## config.mk

```make
export PLATFORM = sky130hd
export DESIGN_NAME = seq_alu
export DESIGN_NICKNAME = d
export VERILOG_FILES = /design/src/rtl/seq_alu.sv
export SDC_FILE = /design/constraint.sdc
export NUM_CORES = 2
export LEC_CHECK = 0
export ABC_AREA = 1
export CORE_UTILIZATION = 40
export DETAILED_ROUTE_END_ITERATION = 16
export PLACE_DENSITY = 0.54
export SYNTH_ARGS = -nofsm -noshare
export SYNTH_HDL_FRONTEND = slang
export SYNTH_SLANG_ARGS = --single-unit
```

## constraint.sdc

```tcl
create_clock -name clock -period 7.2 [get_ports clock]
set_clock_uncertainty 0.05 [all_clocks]
set_input_delay 1.08 -clock clock [delete_from_list [all_inputs] [get_ports clock]]
set_output_delay 1.08 -clock clock [all_outputs]
set_load 0.005 [all_outputs]
```

## src/rtl/seq_alu.sv

```systemverilog
// rtl/seq_alu.sv - multi-cycle ALU: single-cycle ops, radix-2 Booth MUL, non-restoring signed DIV
// Results are held in ResultHi/ResultLo until the next result-writing edge.
module seq_alu #(
  parameter int WIDTH = 32,
  parameter int SHW   = $clog2(WIDTH)
) (
  input  logic             clock,
  input  logic             clear,
  input  logic             start,
  input  logic [4:0]       Op,
  input  logic             Branch,
  input  logic [WIDTH-1:0] RA,
  input  logic [WIDTH-1:0] RB,
  output logic             busy,
  output logic             done,
  output logic             div_zero,
  output logic [WIDTH-1:0] ResultHi,
  output logic [WIDTH-1:0] ResultLo
);

  localparam logic [4:0] OP_LOAD = 5'b00000, OP_ADD  = 5'b00011, OP_SUB  = 5'b00100;
  localparam logic [4:0] OP_AND  = 5'b00101, OP_OR   = 5'b00110, OP_ROR  = 5'b00111;
  localparam logic [4:0] OP_ROL  = 5'b01000, OP_SHR  = 5'b01001, OP_SHRA = 5'b01010;
  localparam logic [4:0] OP_SHL  = 5'b01011, OP_ADDI = 5'b01100, OP_ANDI = 5'b01101;
  localparam logic [4:0] OP_ORI  = 5'b01110, OP_DIV  = 5'b01111, OP_MUL  = 5'b10000;
  localparam logic [4:0] OP_NEG  = 5'b10001, OP_NOT  = 5'b10010, OP_BR   = 5'b10011;
  localparam logic [4:0] OP_SHLA = 5'b11111;

  typedef enum logic [1:0] {IDLE, MUL_IT, DIV_IT, DIV_FIX} state_t;

  state_t           state;
  logic [SHW-1:0]   cnt;
  logic [SHW-1:0]   sh;
  logic [WIDTH:0]   mul_a;
  logic [WIDTH:0]   mcand;
  logic [WIDTH:0]   a_sum;
  logic [WIDTH-1:0] work_q;
  logic [WIDTH-1:0] div_d;
  logic [WIDTH+1:0] div_p;
  logic [WIDTH+1:0] p_sh;
  logic [WIDTH+1:0] p_next;
  logic [WIDTH-1:0] fix_rem;
  logic [WIDTH-1:0] alu_lo;
  logic [WIDTH-1:0] ror_v;
  logic [WIDTH-1:0] rol_v;
  logic             qm1;
  logic             sign_q;
  logic             sign_r;

  function automatic logic [WIDTH-1:0] mag(input logic [WIDTH-1:0] v);
    return v[WIDTH-1] ? -v : v;
  endfunction

  assign sh = RB[SHW-1:0];

  // Bit indices wrap modulo WIDTH because they are SHW bits wide.
  always_comb begin
    ror_v = '0;
    rol_v = '0;
    for (int i = 0; i < WIDTH; i++) begin
      ror_v[i] = RA[SHW'(i) + sh];
      rol_v[i] = RA[SHW'(i) - sh];
    end
  end

  always_comb begin
    alu_lo = '0;
    case (Op)
      OP_LOAD, OP_ADD, OP_ADDI: alu_lo = RA + RB;
      OP_SUB:                   alu_lo = RA - RB;
      OP_AND, OP_ANDI:          alu_lo = RA & RB;
      OP_OR, OP_ORI:            alu_lo = RA | RB;
      OP_ROR:                   alu_lo = ror_v;
      OP_ROL:                   alu_lo = rol_v;
      OP_SHR:                   alu_lo = RA >> sh;
      OP_SHRA:                  alu_lo = $signed(RA) >>> sh;
      OP_SHL, OP_SHLA:          alu_lo = RA << sh;
      OP_NEG:                   alu_lo = -RB;
      OP_NOT:                   alu_lo = ~RB;
      OP_BR:                    alu_lo = Branch ? RA + RB : RA;
      default:                  alu_lo = '0;
    endcase
  end

  // Accumulator is one bit wider so A-M cannot overflow when M is the most negative value.
  always_comb begin
    case ({work_q[0], qm1})
      2'b01:   a_sum = mul_a + mcand;
      2'b10:   a_sum = mul_a - mcand;
      default: a_sum = mul_a;
    endcase
  end

  assign p_sh    = {div_p[WIDTH:0], work_q[WIDTH-1]};
  assign p_next  = div_p[WIDTH+1] ? p_sh + {2'b00, div_d} : p_sh - {2'b00, div_d};
  assign fix_rem = div_p[WIDTH+1] ? div_p[WIDTH-1:0] + div_d : div_p[WIDTH-1:0];

  always_ff @(posedge clock) begin
    if (clear) begin
      state    <= IDLE;
      cnt      <= '0;
      busy     <= 1'b0;
      done     <= 1'b0;
      div_zero <= 1'b0;
      ResultHi <= '0;
      ResultLo <= '0;
    end else begin
      done <= 1'b0;
      case (state)
        IDLE: begin
          if (start) begin
            div_zero <= 1'b0;
            if (Op == OP_MUL) begin
              mul_a  <= '0;
              mcand  <= {RB[WIDTH-1], RB};
              work_q <= RA;
              qm1    <= 1'b0;
              cnt    <= SHW'(WIDTH - 1);
              busy   <= 1'b1;
              state  <= MUL_IT;
            end else if (Op == OP_DIV && RB == '0) begin
              ResultLo <= '1;
              ResultHi <= RA;
              div_zero <= 1'b1;
              done     <= 1'b1;
            end else if (Op == OP_DIV) begin
              div_p  <= '0;
              work_q <= mag(RA);
              div_d  <= mag(RB);
              sign_q <= RA[WIDTH-1] ^ RB[WIDTH-1];
              sign_r <= RA[WIDTH-1];
              cnt    <= SHW'(WIDTH - 1);
              busy   <= 1'b1;
              state  <= DIV_IT;
            end else begin
              ResultLo <= alu_lo;
              ResultHi <= '0;
              done     <= 1'b1;
            end
          end
        end
        MUL_IT: begin
          mul_a  <= {a_sum[WIDTH], a_sum[WIDTH:1]};
          work_q <= {a_sum[0], work_q[WIDTH-1:1]};
          qm1    <= work_q[0];
          if (cnt == '0) begin
            ResultHi <= a_sum[WIDTH:1];
            ResultLo <= {a_sum[0], work_q[WIDTH-1:1]};
            done     <= 1'b1;
            busy     <= 1'b0;
            state    <= IDLE;
          end else begin
            cnt <= cnt - SHW'(1);
          end
        end
        DIV_IT: begin
          div_p  <= p_next;
          work_q <= {work_q[WIDTH-2:0], ~p_next[WIDTH+1]};
          if (cnt == '0) state <= DIV_FIX;
          else           cnt   <= cnt - SHW'(1);
        end
        DIV_FIX: begin
          ResultLo <= sign_q ? -work_q : work_q;
          ResultHi <= sign_r ? -fix_rem : fix_rem;
          done     <= 1'b1;
          busy     <= 1'b0;
          state    <= IDLE;
        end
        default: state <= IDLE;
      endcase
    end
  end

endmodule

```

==> impl_metrics.tcl <==
set metrics [dict create \
    rows 107 \
    fin_setup_tns_ps 0 \
    tritoncts "done" \
    core_area_sq_mm 0.0857 \
    dp_cells 7042 \
    worst_slew_pin_slew_ps 1410 \
    via_count 42700 \
    antenna_left 0 \
    power_density_mw_per_mm2 243 \
    layout_common_cells "1,621 x nand2_1, 674 x inv_1, 592 x nor2_1, 547 x o21ai_0, 390 x nand3_1" \
    viasPerCell 6.00 \
    wl_per_cell_um 28.1 \
    fin_crit_sh 0.808 \
    io_pins 140 \
    dr.pass1.iters 8 \
    grt_pass1_vias 38600 \
    drc 0 \
    slew_headroom 0.0519 \
    startpoint_type "input pin" \
    numCtsBuffers 31 \
    rsz0062_at_grt "no" \
    cts_htree_levels 1 \
    start_util 0.406 \
    area_growth_pct 10.5 \
    drv_slew 0 \
    setup_viol_count_final 0 \
    layout_commonest_cell "nand2_1" \
    grt_pass1_wl_um 280000 \
    fillers 9462 \
    wl_um 200000 \
    status "finished, final reports clean" \
    synthArstFlopShare 0 \
    synth_top_area_share 0.175 \
    cp.arrival_ps 6280 \
    synth_seq_area_share 0.185 \
    grt.overflow.total 0 \
    grt_max_degree 82 \
    yosys_warnings 0 \
    ctsHoldBuffers 0 \
    antenna_found_initial 21 \
    drv_cap 0 \
    ys.flop_type "edfxtp_1" \
    synth_area_leaders "nand2_1 18%, edfxtp_1 14%, o21ai_0 7.9%" \
    clk_latency_ps 620 \
    cp.required_ps 7660 \
    fin_crit_ps 5820 \
    hp-class "reg -> reg" \
    port_buffers 139 \
    peakVddDrop_mv 0.401 \
    synth_area_sq_mm 0.0348 \
    dp_hpwl_um 161000 \
    fmax_mhz 172 \
    drive_above_1_share 0.0663 \
    critPathMaxFanout 8 \
    syn_nets 6183 \
    fin_nets 6224 \
    fin_ws_ps 1380 \
    dp_slack_ps 1360 \
    cts_root_buffer "clkbuf_16" \
    path_clk_slew_ps 60 \
    syn_avg_cell_area_sq_um 5.90 \
    gp_congestion 1.14 \
    cts_resized 0 \
    critPathKind "in -> reg" \
    stdcell_count 7114 \
    clockBufferDepth 3 \
    p_leak_uw 0.0177 \
    worst_hold_slack_ps 426 \
    cts_setup_buffers 0 \
    finalHoldViolCount 0 \
    synth_cell_type_count 83 \
    synth_cells 5891 \
    dieArea_sq_mm 0.0881 \
    die_w_um 297 \
    synth-seq-cells 239 \
    yosys.area.top_type "nand2_1" \
    synth_edf_count 165 \
    clock_sinks 239 \
    cp-end-kind "flip-flop" \
    die_h_um 297 \
    drt_iter0_markers 5539 \
    grt_use_total 0.435 \
]
[area by class of cell]
type / count / area, sq um / area share
antenna: 13 / 32.5 / 0.000847
clock buffer: 37 / 840 / 0.0219
clock inverter: 21 / 225 / 0.00586
inverter: 732 / 2750 / 0.0716
multi-input combinational: 4690 / 24600 / 0.640
sequential: 239 / 6440 / 0.168
tap: 1144 / 1430 / 0.0373
timing repair buffer: 238 / 2110 / 0.0550
[critical path, cell delays in order]
cell             delay (ps)
clkdlybuf4s50_1         880
clkinv_1                550
ha_1                    700
inv_1                   180
a21oi_1                 260
o21ai_0                 170
inv_1                    80
nand2_1                 100
o21ai_0                1090
nand4_1                 300
nor2_1                  260
nand4_1                 280
nand2_1                 140
nand3_1                  70
nand2_1                  70
inv_1                    40
[cell families after synthesis]
kind of cell / share of synthesized area
AOI/OAI and AO/OA: 0.220
xor gates and xnor gates: 0.0369
adders and majority gates: 0.0799
buffers and inverters: 0.110
DFF: 0.185
muxes: 0.00727
and+or+nand+nor: 0.361
[flip-flops by register name, indices dropped and copies added, names as in the netlist]
register / count
qm1: 1
ResultHi: 32
work_q: 32
done: 1
cnt: 5
div_zero: 1
sign_r: 1
busy: 1
sign_q: 1
div_d: 32
state: 2
ResultLo: 32
mul_a: 32
div_p: 34
mcand: 32
[metrics by stage]
| step | total power (uW) | area (sq um) | utilization |
|---|---|---|---|
| 6_report | 9340 | 38400 | 0.448 |
| 5_1_grt | 9830 | 38400 | 0.448 |
| 4_1_cts | 9170 | 38400 | 0.448 |
| 3_5_place_dp | 7490 | 37300 | 0.435 |
| 3_3_place_gp | 7500 | 37300 | 0.435 |
| 2_1_floorplan | 5400 | 34800 | - |
[metal layers]
layer | track usage | routed length (um)
met3 | 0.0780 | 19200
met5 | 0 | 41
met1 | 0.545 | 77900
met4 | 0.329 | 18200
met2 | 0.664 | 84400
[report_power, final]
group / leakage, uW / internal, uW / switching (uW) / total (uW)
registers: 0.00212 / 1870 / 320 / 2190
logic: 0.0151 / 1680 / 3780 / 5470
clock network: 0.000517 / 952 / 726 / 1680
total: 0.0177 / 4510 / 4830 / 9340
[Yosys cell counts, types with 37 or more instances]
cell type,instances
nand2_1,1622
inv_1,678
nor2_1,595
o21ai_0,548
nand3_1,390
a21oi_1,386
ha_1,214
edfxtp_1,165
clkbuf_1,119
xor2_1,111
o21ai_1,108
dfxtp_1,74
nor3_1,69
nand4_1,62
buf_2,59
or2_2,54
o211ai_1,52
inv_2,41
o22ai_1,37
[worst paths after layout]
check / startpoint / end / slack (ps) / cells past startpoint
hold / removal: cnt[4] / cnt[4] / 430 / 2
hold reg to reg: cnt[4] / cnt[4] / 430 / 2
setup / recovery: RA[7] / ResultLo[8] / 1380 / 16
setup reg to reg: div_d[0] / work_q[0] / 1950 / 19
No activity file was read; power rests on OpenSTA's default activity.
